File: config.mk
export PLATFORM = sky130hd
export DESIGN_NAME = ofmap_packer_flat
export DESIGN_NICKNAME = d
export VERILOG_FILES = /design/src/rtl/aoc_pkg.sv /design/src/rtl/ofmap_packer_if.sv /design/src/rtl/ofmap_fifo.sv /design/src/rtl/ofmap_packer.sv /design/src/flat_wrapper.sv
export SDC_FILE = /design/constraint.sdc
export NUM_CORES = 1
export LEC_CHECK = 0
export ABC_AREA = 1
export CAP_MARGIN = 20
export CORE_ASPECT_RATIO = 0.8
export CORE_MARGIN = 8
export CORE_UTILIZATION = 45
export DETAILED_ROUTE_END_ITERATION = 16
export SLEW_MARGIN = 30
export SYNTH_ARGS = -nofsm -noshare
export SYNTH_HDL_FRONTEND = slang
export SYNTH_SLANG_ARGS = --single-unit
File: constraint.sdc
create_clock -name clk -period 4.7 [get_ports clk]
set_input_delay 0.47 -clock clk [delete_from_list [all_inputs] [get_ports clk]]
set_output_delay 0.47 -clock clk [all_outputs]
set_load 0.05 [all_outputs]
File: src/rtl/aoc_pkg.sv
// Shared types for the accelerator output path: data width, packer FSM states and the
// FIFO entry layout used between the packer and its write-back buffer.
package aoc_pkg;

    localparam int unsigned DATA_SIZE = 32;

    typedef enum logic [1:0] {
        IDLE,
        RUN,
        FLUSH,
        DRAIN
    } packer_state_e;

    typedef struct packed {
        logic                 last;
        logic [DATA_SIZE-1:0] data;
    } fifo_entry_t;

endpackage

File: src/rtl/ofmap_packer_if.sv
// DRAM write stream: word, address and last flag under a valid/ready handshake.
interface ofmap_packer_if #(
    parameter int unsigned ADDR_W = 12
);
    import aoc_pkg::*;

    logic                 valid;
    logic                 ready;
    logic                 last;
    logic [DATA_SIZE-1:0] data;
    logic [ADDR_W-1:0]    addr;

    modport master (output valid, data, addr, last, input ready);
    modport slave  (input valid, data, addr, last, output ready);

endinterface

File: src/rtl/ofmap_fifo.sv
// Synchronous show-ahead FIFO of {last,data} entries; the head is readable while not empty,
// and the tail entry's last bit can be set after it was written.
module ofmap_fifo
    import aoc_pkg::*;
#(
    parameter  int unsigned DEPTH = 16,
    localparam int unsigned PtrW  = $clog2(DEPTH),
    localparam int unsigned CntW  = PtrW + 1
) (
    input  logic            clk,
    input  logic            rst,
    input  logic            push,
    input  fifo_entry_t     push_entry,
    input  logic            pop,
    input  logic            tag_tail,
    output fifo_entry_t     head,
    output logic            full,
    output logic            empty,
    output logic [CntW-1:0] count
);

    fifo_entry_t       mem [DEPTH];
    logic [PtrW-1:0]   rd_q;
    logic [PtrW-1:0]   wr_q;
    logic [CntW-1:0]   cnt_q;

    // Pointers wrap naturally because DEPTH is a power of two.
    always_ff @(posedge clk) begin
        if (rst) begin
            rd_q  <= '0;
            wr_q  <= '0;
            cnt_q <= '0;
        end else begin
            if (push) wr_q <= wr_q + PtrW'(1);
            if (pop)  rd_q <= rd_q + PtrW'(1);
            cnt_q <= cnt_q + CntW'(push) - CntW'(pop);
        end
    end

    always_ff @(posedge clk) begin
        if (push) begin
            mem[wr_q] <= push_entry;
        end else if (tag_tail) begin
            mem[wr_q - PtrW'(1)].last <= 1'b1;
        end
    end

    assign head  = mem[rd_q];
    assign full  = (cnt_q == CntW'(DEPTH));
    assign empty = (cnt_q == '0);
    assign count = cnt_q;

endmodule

File: src/rtl/ofmap_packer.sv
// Packs PPU int8 results four per word (or passes 32-bit sums through) into a write-back FIFO
// feeding an addressed DRAM stream. OFMAP_PACKER_STATS_EN adds stall_cnt/word_cnt outputs.
module ofmap_packer
    import aoc_pkg::*;
#(
    parameter int unsigned FIFO_DEPTH = 16,
    parameter int unsigned ADDR_W     = 12
) (
    input  logic                 clk,
    input  logic                 rst,
    input  logic                 raw_mode,
    input  logic [ADDR_W-1:0]    base_addr,
    input  logic                 in_valid,
    input  logic [DATA_SIZE-1:0] in_data,
    input  logic                 in_done,
    ofmap_packer_if.master       wr,
    output logic                 busy,
    output logic                 overflow,
    output logic                 job_done
`ifdef OFMAP_PACKER_STATS_EN
    ,
    output logic [15:0]          stall_cnt,
    output logic [15:0]          word_cnt
`endif
);

    localparam int unsigned CntW = $clog2(FIFO_DEPTH) + 1;

    packer_state_e     state_q;
    logic              raw_q;
    logic [1:0]        lane_q;
    logic [23:0]       pack_q;
    logic [ADDR_W-1:0] addr_q;
    logic              overflow_q;
    logic              job_done_q;

    fifo_entry_t       push_entry;
    fifo_entry_t       head;
    logic              push_req, push_last, push_ok, drop, pop, tag_tail;
    logic              full, empty;
    logic [CntW-1:0]   count;
    logic              start, active, mode, take, done_here, will_empty;
    logic [1:0]        lane_next;
    logic [23:0]       pack_next;

    always_comb begin
        start     = (state_q == IDLE) && (in_valid || in_done);
        active    = (state_q == IDLE) || (state_q == RUN);
        // The start cycle already consumes data, so it must use the live mode.
        mode      = (state_q == IDLE) ? raw_mode : raw_q;
        take      = active && in_valid;
        done_here = active && in_done;
        pop       = !empty && wr.ready;

        push_req   = 1'b0;
        push_entry = '0;
        lane_next  = lane_q;
        pack_next  = pack_q;
        if (state_q == FLUSH) begin
            push_req        = 1'b1;
            push_entry.data = {8'h00, pack_q};
            lane_next       = 2'd0;
            pack_next       = '0;
        end else if (take) begin
            if (mode) begin
                push_req        = 1'b1;
                push_entry.data = in_data;
            end else if (lane_q == 2'd3) begin
                push_req        = 1'b1;
                push_entry.data = {in_data[7:0], pack_q};
                lane_next       = 2'd0;
                pack_next       = '0;
            end else begin
                lane_next                  = lane_q + 2'd1;
                pack_next[lane_q*8 +: 8]   = in_data[7:0];
            end
        end

        push_last       = (state_q == FLUSH) || (done_here && lane_next == 2'd0);
        push_entry.last = push_last;
        push_ok         = push_req && (!full || pop);
        drop            = push_req && !push_ok;
        // Done with nothing to push marks the word already queued; a dropped final word
        // hands its tag to the previous tail.
        tag_tail = (done_here && lane_next == 2'd0 && !push_req && !empty)
                 || (drop && push_last && !empty);
        will_empty = !push_ok && (empty || (count == CntW'(1) && pop));
    end

    ofmap_fifo #(
        .DEPTH (FIFO_DEPTH)
    ) u_fifo (
        .clk        (clk),
        .rst        (rst),
        .push       (push_ok),
        .push_entry (push_entry),
        .pop        (pop),
        .tag_tail   (tag_tail),
        .head       (head),
        .full       (full),
        .empty      (empty),
        .count      (count)
    );

    always_ff @(posedge clk) begin
        if (rst) begin
            state_q    <= IDLE;
            raw_q      <= 1'b0;
            lane_q     <= 2'd0;
            pack_q     <= '0;
            addr_q     <= '0;
            overflow_q <= 1'b0;
            job_done_q <= 1'b0;
        end else begin
            job_done_q <= 1'b0;
            lane_q     <= lane_next;
            pack_q     <= pack_next;
            if (start) begin
                raw_q      <= raw_mode;
                overflow_q <= 1'b0;
            end
            if (drop || (in_valid && !active)) overflow_q <= 1'b1;
            if (start) begin
                addr_q <= base_addr;
            end else if (pop) begin
                addr_q <= addr_q + ADDR_W'(1);
            end
            case (state_q)
                IDLE, RUN: begin
                    if (done_here) begin
                        if (lane_next != 2'd0) begin
                            state_q <= FLUSH;
                        end else if (will_empty) begin
                            state_q    <= IDLE;
                            job_done_q <= 1'b1;
                        end else begin
                            state_q <= DRAIN;
                        end
                    end else if (start) begin
                        state_q <= RUN;
                    end
                end
                FLUSH, DRAIN: begin
                    if (will_empty) begin
                        state_q    <= IDLE;
                        job_done_q <= 1'b1;
                    end else begin
                        state_q <= DRAIN;
                    end
                end
                default: state_q <= IDLE;
            endcase
        end
    end

    // The tail tag written in this cycle is also shown when the tail is the head.
    assign wr.valid = !empty;
    assign wr.data  = empty ? '0 : head.data;
    assign wr.addr  = addr_q;
    assign wr.last  = !empty && (head.last || (tag_tail && count == CntW'(1)));
    assign busy     = (state_q != IDLE);
    assign overflow = overflow_q;
    assign job_done = job_done_q;

`ifdef OFMAP_PACKER_STATS_EN
    logic [15:0] stall_q;
    logic [15:0] word_q;

    always_ff @(posedge clk) begin
        if (rst || start) begin
            stall_q <= '0;
            word_q  <= '0;
        end else begin
            if (wr.valid && !wr.ready && stall_q != 16'hFFFF) stall_q <= stall_q + 16'd1;
            if (pop && word_q != 16'hFFFF) word_q <= word_q + 16'd1;
        end
    end

    assign stall_cnt = stall_q;
    assign word_cnt  = word_q;
`endif

endmodule

File: src/flat_wrapper.sv
// flat-port wrapper written by rule: the top's interface ports become plain ports
module ofmap_packer_flat import aoc_pkg::*;
#(
    parameter int unsigned FIFO_DEPTH = 16,
    parameter int unsigned ADDR_W     = 12
)
  (clk, rst, raw_mode, base_addr, in_valid, in_data, in_done, busy, overflow, job_done, wr_valid, wr_data, wr_addr, wr_last, wr_ready);
  ofmap_packer_if #(.ADDR_W(ADDR_W)) wr_i ();
  input  logic clk;
  input  logic rst;
  input  logic raw_mode;
  input  logic [ADDR_W-1:0] base_addr;
  input  logic in_valid;
  input  logic [DATA_SIZE-1:0] in_data;
  input  logic in_done;
  output logic busy;
  output logic overflow;
  output logic job_done;
  output wire logic [$bits(wr_i.valid)-1:0] wr_valid;
  output wire logic [$bits(wr_i.data)-1:0] wr_data;
  output wire logic [$bits(wr_i.addr)-1:0] wr_addr;
  output wire logic [$bits(wr_i.last)-1:0] wr_last;
  input wire logic [$bits(wr_i.ready)-1:0] wr_ready;
  assign wr_valid = wr_i.valid;
  assign wr_data = wr_i.data;
  assign wr_addr = wr_i.addr;
  assign wr_last = wr_i.last;
  assign wr_i.ready = wr_ready;
  ofmap_packer #(.FIFO_DEPTH(FIFO_DEPTH), .ADDR_W(ADDR_W)) u_core (.clk(clk), .rst(rst), .raw_mode(raw_mode), .base_addr(base_addr), .in_valid(in_valid), .in_data(in_data), .in_done(in_done), .wr(wr_i), .busy(busy), .overflow(overflow), .job_done(job_done));
endmodule
==> flow_summary.json, run 1 <==
{
  "max-clock-path-buffers": 3,
  "critPathCaptureType": "output pin",
  "vias_per_cell": 5.862,
  "nets": 2114,
  "layout_commonest_cell": "edfxtp_1",
  "worst_pin_slew_ps": 991.3,
  "power_frac_seq_pct": 39.6,
  "yosysTopAreaCellShare_pct": 65.65,
  "async_reset_ff_share_pct": 0,
  "drtIter0Drc": 1773,
  "root_buffer": "clkbuf_16",
  "ys_seq_area_share_pct": 70.62,
  "slew_viol_final": 0,
  "synth_edf_count": 528,
  "status": "finished, final reports clean",
  "combinationalPowerShare_pct": 32.8,
  "timing.hold.ws_ps": 455.8,
  "yosys_warnings": 0,
  "path_class": "register to output pin",
  "drt_pass1_iterations": 6,
  "mostFrequentLayoutCells": "edfxtp_1, nor2_1, o21ai_0, a21oi_1, clkdlybuf4s50_1",
  "dpl_cell_area_mm2": 0.02631,
  "p_switching_mw": 6.238,
  "ir_worst_vdd_mv": 0.5735,
  "avgSynthCellArea_um2": 12.30,
  "timing.rr.start": "u_core.lane_q[0]",
  "synth_ff_type": "edfxtp_1",
  "setup_viol": 0,
  "synth.largest_area_cell": "edfxtp_1",
  "finClkSkew_ps": 13.10,
  "drc": 0,
  "cp-endpoint": "wr_data[3]",
  "synth_cell_types": 44,
  "grt.total_usage_pct": 21.32,
  "final-seq-area_mm2": 0.01707,
  "fmax_mhz": 235.0,
  "p_leak_nw": 9.473,
  "syn_nets": 2029,
  "wl_per_cell_um": 23.63,
  "pin_count": 99,
  "post_cts_buffers": 0,
  "initial_utilization_pct": 45.19,
  "fin_area_mm2": 0.02823,
  "cp-start-kind": "register",
  "grt_max_degree": 106,
  "min_period_ps": 4255,
  "mappedNetlistArea_mm2": 0.02415,
  "nFillCells": 4514,
  "chipHeight_um": 223.2,
  "power.total_mw": 17.00,
  "required_ps": 4230,
  "post-route-period-util_pct": 90.53,
  "path_clk_slew_ps": 60,
  "hpwl_um": 37550,
  "ys_ff_latch": 588,
  "drv_cap": 0,
  "hold_violations": 0,
  "multi_input_area_mm2": 0.006495,
  "syn_to_final_growth_pct": 16.90,
  "gp_congestion": 0.8479,
  "io_buffers": 98,
  "grt_pass1_vias": 16022,
  "synth.area.top_cells": "edfxtp_1, o21ai_0, nor2_1",
  "clock_latency_ps": 610,
  "r2r_cells": 14,
  "cts-resized-gates": 0,
  "reg2reg_to": "u_core.u_fifo.mem[7][21]",
  "clkPwrFrac_pct": 27.7,
  "grt_overflow": 0,
  "drive_gt1_share_pct": 10.98,
  "core_mm2": 0.05344,
  "cts.sinks": 588,
  "synthCells": 1963,
  "rrSetupSlack_ps": 1210,
  "cts_tree": "yes",
  "wl_um": 66090,
  "die_x_um": 275.0,
  "power_density_mw_per_mm2": 602.3,
  "rsz0062_at_grt": "false",
  "die_area_mm2": 0.06138,
  "final_antenna_net_count": 0,
  "min-delay-path-class": "input pin to register",
  "num_antenna_cells": 0,
  "rows": 76,
  "fin_tns_setup_ps": 0,
  "p_int_mw": 10.76,
  "antenna_found_initial": 0,
  "cp_data_arrival_time_ps": 3780,
  "cts_hold_buf": 0,
  "htreeDepth": 2,
  "swShare_pct": 36.69,
  "maxSlewHeadroom_pct": 33.50,
  "grt_pass1_wl_um": 100000,
  "vias": 16396,
  "path_max_fanout": 105,
  "cts_buffers": 56
}
## kinds of logic after synthesis
| logic type | count (synthesis) | share of synthesized area (%) |
|---|---|---|
| AND/OR/NAND/NOR | 562 | 10.19 |
| adder cells (fa/ha/maj) | 16 | 0.8600 |
| flip-flops | 588 | 70.62 |
| buffers and inverters | 190 | 3.036 |
| XOR/XNOR | 5 | 0.1813 |
| AO/OA/AOI/OAI | 600 | 15.03 |
| multiplexers | 2 | 0.08290 |
## cell type report
type,count,area share (%)
multi-input cells,1185,23.01
repair buffers,162,5.877
inverters,55,0.7623
well taps,702,3.111
clock buffers,72,5.429
flip-flops and latches,588,60.46
clock inverters,33,1.356
## worst min-delay path by stage
stage / end / depth (start not counted) / slack (ps) / startpoint
6_report: u_core.wr.addr[1] / 3 / 460 / base_addr[1]
5_1_grt: u_core.wr.addr[1] / 3 / 460 / base_addr[1]
4_1_cts: u_core.wr.addr[1] / 3 / 430 / base_addr[1]
3_5_place_dp: u_core.pack_q[9] / 2 / 460 / u_core.pack_q[9]
3_3_place_gp: register / 2 / 450 / u_core.u_fifo.rd_q[2]
2_1_floorplan: register / 2 / 440 / u_core.u_fifo.rd_q[3]
## metal layers
| metal | GRT usage [%] | share of wire [%] | vias up |
|---|---|---|---|
| met1 | 30.02 | 44 | 8185 |
| li1 | - | - | 7529 |
| met2 | 33.93 | 47 | 598 |
| met4 | 6.809 | 2.8 | 0 |
| met5 | 0 | 0 | - |
| met3 | 3.082 | 6.2 | 84 |
## cells in the mapped netlist (5+ instances only)
library cell,number
nor2_1,353
a221oi_1,9
o21ai_0,288
edfxtp_1,528
dfxtp_1,60
a32oi_1,20
o22ai_1,37
inv_1,49
o211ai_1,40
nor2_4,7
nand4_1,9
nand3_1,58
a21oi_1,103
nor2_2,6
nand2_1,91
clkbuf_1,125
ha_1,15
buf_1,6
nand2_2,14
nand2_4,8
o221ai_1,91
inv_2,5
## sequential cells by signal, summed over array words and instances, names as in the netlist, 2 cells and up, named ones only
name and cells:
u_core.u_fifo.wr_q 4, u_core.u_fifo.mem 528, u_core.u_fifo.count 5, u_core.lane_q 2, u_core.wr.addr 12, u_core.pack_q 24
u_core.u_fifo.rd_q 4, u_core.state_q 2
## stage by stage
stage	worst slack (ps)	utilization, %	cells
2_1_floorplan	870.1	-	1963
3_3_place_gp	906.6	49.22	2692
3_5_place_dp	742.6	49.23	2692
4_1_cts	394.2	52.81	2797
5_1_grt	241.2	52.83	2797
6_report	445.1	52.83	2797
## power by group through the flow
stage,logic (mW),registers [mW],clock network [mW]
6_report,5.57,6.73,4.70
5_1_grt,6.03,6.78,4.97
4_1_cts,5.62,6.73,4.79
3_5_place_dp,5.60,6.84,0
3_3_place_gp,5.52,6.83,0
2_1_floorplan,3.48,6.84,0
## worst max-delay path, stage by stage (launching register included)
cell and delay, ps:
dfxtp_4 520, inv_6 380, buf_12 440, buf_4 320, nor2_1 60, o221ai_1 240, o211ai_1 140, a21oi_1 190
clkdlybuf4s50_1 830
No activity file was read; power rests on OpenSTA's default activity.
==> inputs of run 2 (changes only) <==
--- a/config.mk
+++ b/config.mk
@@ -11,6 +11,7 @@
 export CORE_MARGIN = 8
 export CORE_UTILIZATION = 45
 export DETAILED_ROUTE_END_ITERATION = 16
+export SKIP_CTS_REPAIR_TIMING = 1
 export SLEW_MARGIN = 30
 export SYNTH_ARGS = -nofsm -noshare
 export SYNTH_HDL_FRONTEND = slang
==> results of run 2 <==
No change in the layout: final DEF, timing and power equal those of run 1.
==> inputs of run 3 (changes only) <==
--- a/config.mk
+++ b/config.mk
@@ -11,6 +11,7 @@
 export CORE_MARGIN = 8
 export CORE_UTILIZATION = 45
 export DETAILED_ROUTE_END_ITERATION = 16
+export PLACE_DENSITY = 0.72
 export SKIP_CTS_REPAIR_TIMING = 1
 export SLEW_MARGIN = 30
 export SYNTH_ARGS = -nofsm -noshare
==> run 3 against run 2 <==
Clock skew up 8.5 ps; worst hold slack hardly changed; utilization shrank 0.40 points; sequential power decreased by 0.6%; fmax down 0.35%; clock power is 8.9% lower; flip-flop and latch count unchanged; setup slack worse by 15 ps; highest routed layer unchanged; clock-buffer cell count grew 4.
==> flow_summary.json, run 3 (same netlist as run 1, synthesis figures left out) <==
{
  "root_buffer": "clkbuf_16",
  "grt.total_usage_pct": 20.35,
  "worst_pin_slew_ps": 1040,
  "min_period_ps": 4270,
  "clock_latency_ps": 630,
  "drc": 0,
  "fin_area_mm2": 0.02802,
  "timing.hold.ws_ps": 455.9,
  "antenna_found_initial": 0,
  "cpPeakStageDelay_ps": 860,
  "maxSlewHeadroom_pct": 30.57,
  "vias": 16599,
  "power_density_mw_per_mm2": 588.5,
  "dpl_cell_area_mm2": 0.02624,
  "setup_viol": 0,
  "rrSetupSlack_ps": 1190,
  "path_cells": "inv_6 -> buf_12 -> buf_4 -> nor2_1 -> o221ai_1 -> o211ai_1 -> a21oi_1 -> clkdlybuf4s50_1",
  "wl_per_cell_um": 22.78,
  "syn_to_final_growth_pct": 16.00,
  "path_delay_family": "buffers and inverters",
  "path_class": "register to output pin",
  "largest_register": "u_core.u_fifo.mem",
  "die_area_mm2": 0.06138,
  "fin_tns_setup_ps": 0,
  "slew_viol_final": 0,
  "wl_um": 63630,
  "critPathCaptureType": "output pin",
  "required_ps": 4230,
  "layout_commonest_cell": "edfxtp_1",
  "cts_buffers": 56,
  "gp_congestion": 0.9204,
  "vias_per_cell": 5.943,
  "num_antenna_cells": 0,
  "grt_overflow": 0,
  "nets": 2111,
  "core_mm2": 0.05344,
  "rsz0062_at_grt": "false",
  "cp_data_arrival_time_ps": 3800,
  "max-clock-path-buffers": 3,
  "worst-path-buf-inv": 4,
  "chipHeight_um": 223.2,
  "p_leak_nw": 9.348,
  "final_antenna_net_count": 0,
  "die_x_um": 275.0,
  "grt_max_degree": 133,
  "drtIter0Drc": 1814,
  "dpl.cell_count": 2689,
  "hpwl_um": 37130,
  "pin_count": 99,
  "path_clk_slew_ps": 60,
  "mostFrequentLayoutCells": "edfxtp_1, nor2_1, o21ai_0, a21oi_1, clkdlybuf4s50_1",
  "drv_cap": 0,
  "initial_utilization_pct": 45.19,
  "ir_worst_vdd_mv": 0.5877,
  "cp-start-kind": "register",
  "slowest_stage": "clkdlybuf4s50_1",
  "fin_util_pct": 52.42,
  "cts.sinks": 588,
  "path_max_fanout": 57,
  "largest_register_ffs": 528,
  "hold_violations": 0,
  "status": "finished, final reports clean",
  "fmax_mhz": 234.2,
  "finClkSkew_ps": 21.58,
  "post-route-period-util_pct": 90.85,
  "rows": 76,
  "fin_cells": 2793,
  "drive_gt1_share_pct": 10.81,
  "grt_pass1_wl_um": 97010,
  "cts_tree": "yes",
  "min-delay-path-class": "input pin to register",
  "grt_pass1_vias": 16106,
  "htreeDepth": 2,
  "io_buffers": 98,
  "drt_pass1_iterations": 6
}
-- run 3: cell count changes in the layout (fill, tap and decap cells not counted), moves of 2 or more --
cell | previous run | this run
clkbuf_1 | 10 | 18
buf_12 | 16 | 13
bufinv_16 | 8 | 2
nor2_1 | 334 | 327
clkbuf_8 | 5 | 1
nor2_2 | 9 | 16
inv_6 | 3 | 1
-- run 3: final timing paths --
check                             start                      end  cells past startpoint
setup / recovery               register               wr_data[5]                      8
hold / removal             base_addr[1]        u_core.wr.addr[1]                      3
setup reg to reg       u_core.lane_q[0]  u_core.u_fifo.mem[9][2]                     14
hold reg to reg   u_core.u_fifo.rd_q[3]                 register                      2
-- run 3: per-layer routing --
metal,vias to the layer above,global-route usage [%],wire [um]
met5,-,0,0
met4,0,6.655,1631
met3,101,3.521,5269
met2,846,33.23,30780
met1,8139,27.48,25950
li1,7513,-,-
-- run 3: area by class of cell --
cell class                      count  area (um2)
Clock inverter                     28       230.2
Multi-Input combinational cell   1185        6516
Fill cell                        4426       25430
Tap cell                          702       878.3
Timing Repair Buffer              159        1599
Inverter                           55       215.2
Clock buffer                       76        1508
Sequential cell                   588       17070
-- run 3: report_power, final --
group / switching (mW) / leakage (nW) / total [mW] / internal (mW)
combinational: 4.00 / 2.89 / 5.52 / 1.52
sequential: 0.234 / 5.61 / 6.69 / 6.46
clock: 1.91 / 0.842 / 4.28 / 2.37
-- run 3: metrics by stage --
stage                     worst slack (ps)  power (mW)
after floorplan                      870.1       10.32
after global placement               827.3       12.17
after detailed placement             736.4       12.29
after CTS                            401.1       16.54
after global routing                 247.4       17.19
final                                430.2       16.49
-- run 3: worst register-to-register path: stages (launching register included) --
cell	delay [ps]
dfxtp_1	370
inv_1	130
ha_1	440
inv_1	140
nand3_4	150
nand3_2	150
nand3_2	120
nand2_4	240
nand2_4	200
nand2_1	100
nand2_1	90
nor2_2	180
nand2_1	140
nor2_4	510
buf_12	260
